$ cat src/rtl/ccff_bitstream_loader.sv
// Streams a NUM_CHAINS-wide bitstream into the fabric configuration chains and sequences pReset/config_enable/IO_ISOL_N.
// Optional stall watchdog enabled by defining CCFF_LOAD_WATCHDOG_EN.
module ccff_bitstream_loader #(
  parameter int unsigned NUM_CHAINS     = 12,
  parameter int unsigned CHAIN_LEN      = 1024,
  parameter int unsigned PRESET_CYCLES  = 8,
  parameter int unsigned TIMEOUT_CYCLES = 4096
) (
  input  logic                  clk,
  input  logic                  reset,
  input  logic                  start,
  input  logic [NUM_CHAINS-1:0] bs_data,
  input  logic                  bs_valid,
  output logic                  bs_ready,
  output logic                  prog_clk,
  output logic [NUM_CHAINS-1:0] ccff_head,
  output logic                  pReset,
  output logic                  config_enable,
  output logic                  IO_ISOL_N,
  output logic                  busy,
  output logic                  done,
  output logic                  err
);

  localparam int unsigned CNT_W   = $clog2(CHAIN_LEN + 1);
  localparam int unsigned PCNT_W  = $clog2(PRESET_CYCLES + 1);
  localparam int unsigned STALL_W = $clog2(TIMEOUT_CYCLES + 1);

  typedef enum logic [2:0] {
    S_IDLE, S_PRESET, S_LOAD, S_SETUP, S_PULSE, S_FINISH
  } state_t;

  state_t                r_state;
  logic [CNT_W-1:0]      r_bit_cnt;
  logic [PCNT_W-1:0]     r_preset_cnt;
  logic                  r_prog_clk;
  logic [NUM_CHAINS-1:0] r_head;
  logic                  r_preset_n;
  logic                  r_cfg_en;
  logic                  r_iso_n;
  logic                  r_busy;
  logic                  r_done;
  logic                  w_hs;

  if (PRESET_CYCLES < 1 || TIMEOUT_CYCLES < 1) begin : g_param_check
    $error("PRESET_CYCLES and TIMEOUT_CYCLES must be >= 1");
  end

  assign bs_ready      = (r_state == S_LOAD);
  assign w_hs          = bs_valid && (r_state == S_LOAD);
  assign prog_clk      = r_prog_clk;
  assign ccff_head     = r_head;
  assign pReset        = r_preset_n;
  assign config_enable = r_cfg_en;
  assign IO_ISOL_N     = r_iso_n;
  assign busy          = r_busy;
  assign done          = r_done;

`ifdef CCFF_LOAD_WATCHDOG_EN
  logic [STALL_W-1:0] r_stall;
  logic               r_err;
  assign err = r_err;
`else
  assign err = 1'b0;
`endif

  // Load sequencer: each word takes LOAD -> SETUP (data setup) -> PULSE (prog_clk high)
  always_ff @(posedge clk) begin
    if (reset) begin
      r_state      <= S_IDLE;
      r_bit_cnt    <= '0;
      r_preset_cnt <= '0;
      r_prog_clk   <= 1'b0;
      r_head       <= '0;
      r_preset_n   <= 1'b1;
      r_cfg_en     <= 1'b0;
      r_iso_n      <= 1'b1;
      r_busy       <= 1'b0;
      r_done       <= 1'b0;
`ifdef CCFF_LOAD_WATCHDOG_EN
      r_stall      <= '0;
      r_err        <= 1'b0;
`endif
    end else begin
      case (r_state)
        S_IDLE: begin
          if (start) begin
            r_state      <= S_PRESET;
            r_preset_n   <= 1'b0;
            r_cfg_en     <= 1'b1;
            r_iso_n      <= 1'b0;
            r_done       <= 1'b0;
            r_busy       <= 1'b1;
            r_preset_cnt <= '0;
            r_bit_cnt    <= '0;
`ifdef CCFF_LOAD_WATCHDOG_EN
            r_err        <= 1'b0;
`endif
          end
        end
        S_PRESET: begin
          if (r_preset_cnt == PCNT_W'(PRESET_CYCLES - 1)) begin
            r_preset_n <= 1'b1;
            r_state    <= S_LOAD;
`ifdef CCFF_LOAD_WATCHDOG_EN
            r_stall    <= '0;
`endif
          end else begin
            r_preset_cnt <= r_preset_cnt + PCNT_W'(1);
          end
        end
        S_LOAD: begin
          if (w_hs) begin
            r_head    <= bs_data;
            r_bit_cnt <= r_bit_cnt + CNT_W'(1);
            r_state   <= S_SETUP;
`ifdef CCFF_LOAD_WATCHDOG_EN
            r_stall   <= '0;
          end else if (r_stall == STALL_W'(TIMEOUT_CYCLES - 1)) begin
            // Abort keeps the fabric isolated; done stays low
            r_err     <= 1'b1;
            r_cfg_en  <= 1'b0;
            r_busy    <= 1'b0;
            r_bit_cnt <= '0;
            r_state   <= S_IDLE;
          end else begin
            r_stall   <= r_stall + STALL_W'(1);
`endif
          end
        end
        S_SETUP: begin
          r_prog_clk <= 1'b1;
          r_state    <= S_PULSE;
        end
        S_PULSE: begin
          r_prog_clk <= 1'b0;
          if (r_bit_cnt == CNT_W'(CHAIN_LEN)) begin
            r_state <= S_FINISH;
          end else begin
            r_state <= S_LOAD;
`ifdef CCFF_LOAD_WATCHDOG_EN
            r_stall <= '0;
`endif
          end
        end
        S_FINISH: begin
          r_cfg_en  <= 1'b0;
          r_iso_n   <= 1'b1;
          r_done    <= 1'b1;
          r_busy    <= 1'b0;
          r_bit_cnt <= '0;
          r_state   <= S_IDLE;
        end
        default: r_state <= S_IDLE;
      endcase
    end
  end

endmodule

$ cat config.mk
export PLATFORM = sky130hd
export DESIGN_NAME = ccff_bitstream_loader
export DESIGN_NICKNAME = d
export VERILOG_FILES = /design/src/rtl/ccff_bitstream_loader.sv
export SDC_FILE = /design/constraint.sdc
export NUM_CORES = 1
export LEC_CHECK = 0
export ABC_AREA = 1
export CORE_MARGIN = 2
export CORE_UTILIZATION = 45
export DETAILED_ROUTE_END_ITERATION = 7
export GPL_TIMING_DRIVEN = 0
export PLACE_DENSITY = 0.8
export SLEW_MARGIN = 25
export SYNTH_ARGS = -nofsm -noshare
export SYNTH_HDL_FRONTEND = slang
export SYNTH_SLANG_ARGS = --single-unit
$ cat constraint.sdc
create_clock -name clk -period 1.25 [get_ports clk]
set_input_delay 0.25 -clock clk [delete_from_list [all_inputs] [get_ports clk]]
set_output_delay 0.25 -clock clk [all_outputs]
set_load 0.01 [all_outputs]
==> results_dict.tcl, run 1 <==
set metrics [dict create \
    status "finished with violations" \
    violations "negative setup slack" \
    cp_slowest_cell "dfxtp_2" \
    grt_pass1_wl_mm 6.80 \
    slew_headroom_pct 63.0 \
    drc_errors 0 \
    clockRootBuffer "clkbuf_8" \
    slowest_delay_ps 330 \
    fp.coreArea_um2 3630 \
    crit_required_ps 1470 \
    layout_commonest_cell "nor2_1" \
    critPathMaxFanout 8 \
    clock_skew_ps 5.37 \
    netlist-cell-type-count 30 \
    tightest_slew_ps 555 \
    overflow 0 \
    max_freq_ghz 0.735 \
    min_period_ps 1360 \
    yosys_warnings 0 \
    viasPerCell 4.95 \
    htreeDepth 2 \
    rsz0062_at_grt "yes" \
    fp.dieArea_um2 4280 \
    met2_usage_pct 36.9 \
    wirelength_mm 4.59 \
    leakage_nw 1.09 \
    cp_top_family "simple AND/OR/NAND/NOR gates" \
    clock_insertion_delay_worst_skew_ps 290 \
    cts_tree "yes" \
    maxCapViolCount 0 \
    cts_hold_buf 0 \
    ir_drop_uv 1040 \
    criticalPathCategory "flip-flop to flip-flop" \
    synth_area_um2 1700 \
    grtUsageMet3_pct 4.97 \
    critPathCaptureType "flip-flop" \
    setup_viol 18 \
    rows 22 \
    clock_path_buffers 2 \
    place_congestion 0.819 \
    grt_util_met1_pct 23.9 \
    async_reset_ff_share_pct 0 \
    powerDensity_nw_per_um2 1800 \
    grt_pass1_vias 1577 \
    numCtsBuffers 5 \
    critPathLaunchType "flip-flop" \
    dieWidth_um 65.4 \
    post-route-util_pct 70.9 \
    die_height_um 65.4 \
    drive_gt1_share_pct 31.1 \
    clk_pin_slew_ps 70 \
    drtAntennaViolNets 0 \
    num_vias 1734 \
    cp_num_buf_inv 2 \
    finalSetupTns_ps -1360 \
    grt_start_max_net_pins 11 \
    synthCells 244 \
    grt.total_usage_pct 20.4 \
    final_max_slew_viol_count 0 \
    syn2layout_area_growth_pct 51.8 \
    fin_crit_sh_pct 109 \
    arrival_ps 1580 \
    diodes 0 \
    yosys_register_bits 35 \
    busiest_layer "met2" \
    start_util_pct 46.7 \
    portBuffers 34 \
    mostFrequentLayoutCells "nor2_1 (46), nand2_1 (39), dfxtp_1 (26)" \
    path_cells "buf_4, nor2_4, nand3b_1, nand2_4, inv_6, nand2_8, nand2_1, a21oi_2" \
    dp_hpwl_mm 2.71 \
    setup_slack_ps -110 \
    clock_sinks 35 \
    wl_per_cell_um 13.1 \
    avgSynthCellArea_um2 6.96 \
    ys.flop_type "dfxtp_1" \
    num_io_pins 36 \
    drt_iter0_drc 72 \
    synth_nets 263 \
    antenna_found_initial 0 \
    final_nets 320 \
    synth-seq-area-share_pct 41.3 \
    dr.pass1.iters 4 \
    synth-edff-count 0 \
    final_hold_viol_count 0 \
    finalPower_w 0.00464 \
    min-delay-path-class "flip-flop to flip-flop" \
]
cell usage after synthesis (2+ instances only):
master | number | area [um2]
a21oi_1 | 14 | 70.1
nand2_2 | 5 | 31.3
o21ai_0 | 13 | 65.1
o21ai_1 | 2 | 10.0
nand3_2 | 4 | 40.0
nor2_1 | 51 | 191
clkbuf_1 | 2 | 7.51
nand3_1 | 13 | 65.1
dfxtp_1 | 35 | 701
nand3b_1 | 2 | 15.0
nand2_1 | 49 | 184
inv_2 | 7 | 26.3
nor3_1 | 5 | 25.0
buf_4 | 3 | 22.5
ha_1 | 3 | 37.5
inv_1 | 21 | 78.8
nor2_2 | 2 | 12.5
sequential cells by signal (all words and copies together) (netlist names):
register,flops
r_preset_cnt,4
busy,1
prog_clk,1
pReset,1
IO_ISOL_N,1
r_bit_cnt,11
r_state,3
ccff_head,12
done,1
power breakdown:
part           switching, W  internal [W]
Clock              0.000391      0.000391
Sequential         0.000170       0.00131
Combinational       0.00132       0.00106
Total               0.00188       0.00276
area by class of cell:
class / count / area (um2)
plain buffers: 6 / 46.3
clock buffers: 7 / 76.3
clock inverters: 1 / 5.00
fillers: 300 / 1060
inverters: 28 / 115
multi-input cells: 175 / 1090
flip-flops and latches: 35 / 714
well taps: 48 / 60.1
repair buffers: 50 / 467
through the flow:
step / area, um2 / hold slack, ps / std cells / setup WS, ps
final: 2580 / 457 / 350 / -110
after detailed placement: 2100 / 451 / 326 / -376
after global routing: 2580 / 498 / 350 / -176
after floorplan: 1700 / 329 / 244 / 2.47
after global placement: 2100 / 441 / 326 / -361
after CTS: 2370 / 458 / 342 / -83.8
path summary, 6_finish.rpt:
kind	from	slack, ps	end	cells after the start
worst max register to register	r_state[1]	-110	r_bit_cnt[4]	8
worst min-delay path	done	460	done	2
worst min register to register	done	460	done	2
worst max-delay path	r_state[1]	-110	r_bit_cnt[4]	8
cell families after synthesis:
| logic type | Yosys count | synth area share, % |
|---|---|---|
| AND/OR/NAND/NOR | 138 | 37.7 |
| flip-flops | 35 | 41.3 |
| buffers and inverters | 34 | 8.25 |
| AO/OA/AOI/OAI | 32 | 9.88 |
| adder cells (fa/ha/maj) | 3 | 2.21 |
| XOR/XNOR | 1 | 0.516 |
| other | 1 | 0.221 |
repair_timing:
| item | 4_1_cts | 5_1_grt |
|---|---|---|
| endpoints found under the hold margin | 0 | 0 |
| pin swaps | 17 | 12 |
| setup buffers | 8 | 7 |
| gates resized for setup | 67 | 47 |
| gates cloned | 0 | 1 |
| setup endpoints to repair | 45 | 29 |
tightest hold or removal path: cells and delay by family, from the launching register on:
family | cells | cell delay, ps
DFF | 1 | 310
and+or+nand+nor | 1 | 60
AOI/OAI and AO/OA | 1 | 50
per-layer routing:
layer,up-vias,part of all wire (%)
met5,-,0
met4,0,2.3
met1,794,41
met2,45,52
li1,882,-
met3,13,4.9
Power figures use the tool's default switching activity.
==> run 2, diff against run 1 <==
CORE_UTILIZATION = 54   (was 45)
GPL_TIMING_DRIVEN = unset   (was 0)
PLACE_DENSITY = 0.89   (was 0.8)
clock period = 1.68 ns   (was 1.25 ns; I/O delays follow)
==> run 2 against run 1 <==
The flow now finishes without violations; clock power shrank 18%; first-iteration DRC count shrank 22%; non-clock buffer count shrank 15; final cell count shrank 5.4%; die area shrank 16%; count of clock-buffer cells in the layout shrank 1; utilization grew 1.5 points; total power shrank 39%; critical path type is now flip-flop to primary output; critical endpoint is now config_enable; largest power group unchanged; highest routed layer unchanged.
==> results_dict.tcl, run 2 (synthesis gave the netlist of run 1 again) <==
set metrics [dict create \
    criticalPathCategory "flip-flop to primary output" \
    place_congestion 0.854 \
    cp_top_family "buffers and inverters" \
    min-delay-path-class "flip-flop to flip-flop" \
    rsz0062_at_grt "no" \
    powerDensity_nw_per_um2 1300 \
    critPathLaunchType "flip-flop" \
    clock_path_buffers 2 \
    cp_slowest_cell "clkdlybuf4s50_1" \
    mostFrequentLayoutCells "nor2_1 (51), nand2_1 (49), dfxtp_1 (34)" \
    critPathCaptureType "primary output" \
    path_cells "clkdlybuf4s50_1" \
    numCtsBuffers 5 \
    cts_setup_buffers 0 \
    setup_slack_ps 83.4 \
    drt_iter0_drc 56 \
    grt_pass1_vias 1515 \
    grt.total_usage_pct 24.0 \
    maxCapViolCount 0 \
    fin_crit_sh_pct 95.0 \
    max_freq_ghz 0.626 \
    critPathMaxFanout 3 \
    drc_errors 0 \
    rows 20 \
    clock_insertion_delay_worst_skew_ps 350 \
    largest_reg_flops 12 \
    status "complete, no violations" \
    r2r-start "r_state[0]" \
    slowest_delay_ps 550 \
    min_from "pReset" \
    arrival_ps 1260 \
    wirelength_mm 3.73 \
    drtAntennaViolNets 0 \
    drive_gt1_share_pct 13.6 \
    placedInstanceArea_um2 2110 \
    final_hold_viol_count 0 \
    cts_resized 2 \
    fp.dieArea_um2 3610 \
    finalNonFillerCells 331 \
    dr.pass1.iters 4 \
    clockRootBuffer "clkbuf_4" \
    min_period_ps 1600 \
    num_io_pins 36 \
    htreeDepth 2 \
    antenna_found_initial 0 \
    grt_pass1_wl_mm 6.44 \
    grt_start_max_net_pins 14 \
    cts_hold_buf 0 \
    p_seq_share_pct 36.4 \
    stdcell_area_um2 2190 \
    syn2layout_area_growth_pct 29.2 \
    worstSetupStartpoint "busy" \
    num_vias 1631 \
    crit_required_ps 1340 \
    cp_num_buf_inv 1 \
    start_util_pct 56.1 \
    clock_skew_ps 14.4 \
    final_nets 305 \
    ir_drop_uv 737 \
    dieWidth_um 60.1 \
    overflow 0 \
    viasPerCell 4.93 \
    power_frac_comb_pct 41.0 \
    dp_cells 323 \
    final_max_slew_viol_count 0 \
    finalSetupTns_ps 0 \
    layout_commonest_cell "nor2_1" \
    diodes 0 \
    leakage_nw 0.890 \
    wl_per_cell_um 11.3 \
    cts_tree "yes" \
    filler_cell_count 243 \
    post-place-ws_ps -12.3 \
    fp.coreArea_um2 3030 \
    setup_viol 0 \
    die_height_um 60.1 \
    p_int_w 0.00178 \
    clock_sinks 35 \
    clockPowerShare_pct 22.5 \
    portBuffers 34 \
    power.switching_w 0.00106 \
    dp_hpwl_mm 2.80 \
    switching_share_pct 37.4 \
    clk_pin_slew_ps 110 \
]
-- run 2: cell type report --
type	count	area (um2)	area share, %
tap	44	55.1	2.51
clock buffer	6	51.3	2.34
inverter	28	105	4.79
sequential	35	702	32.0
timing repair buffer	41	388	17.7
multi-input combinational	175	857	39.1
clock inverter	2	35.0	1.60
-- run 2: final timing paths --
kind	endpoint	slack [ps]	cells after the start
setup / recovery	config_enable	80	1
hold / removal	pReset	470	2
setup reg to reg	r_bit_cnt[2]	230	8
hold reg to reg	pReset	470	2
-- run 2: worst reg2reg max path: cells and delay by family, from the launching register on --
kind	cells	cell delay [ps]
AOI/OAI and AO/OA	1	140
DFF	1	340
and+or+nand+nor	5	660
buffers and inverters	2	250
-- run 2: per-layer routing --
layer / track usage [%] / wire [um] / vias to the layer above
li1: - / - / 852
met3: 6.71 / 155 / 6
met5: 0 / 0 / -
met2: 40.8 / 1830 / 33
met1: 28.6 / 1680 / 740
met4: 8.57 / 61 / 0
-- run 2: metrics by stage --
| step | hold slack [ps] | power [W] | util (%) |
|---|---|---|---|
| finish | 468 | 0.00285 | 72.4 |
| global route | 495 | 0.00305 | 72.4 |
| CTS | 467 | 0.00287 | 72.6 |
| detailed placement | 448 | 0.00223 | 69.7 |
| global placement | 447 | 0.00219 | 69.7 |
| floorplan | 415 | 0.00183 | - |
-- run 2: power by group through the flow --
| stage | Sequential (W) | Combinational [W] | Clock [W] |
|---|---|---|---|
| 2_1_floorplan | 0.00109 | 0.000741 | 0 |
| 3_3_place_gp | 0.00105 | 0.00114 | 0 |
| 3_5_place_dp | 0.00106 | 0.00117 | 0 |
| 4_1_cts | 0.00104 | 0.00118 | 0.000656 |
| 5_1_grt | 0.00105 | 0.00130 | 0.000692 |
| 6_report | 0.00104 | 0.00117 | 0.000641 |
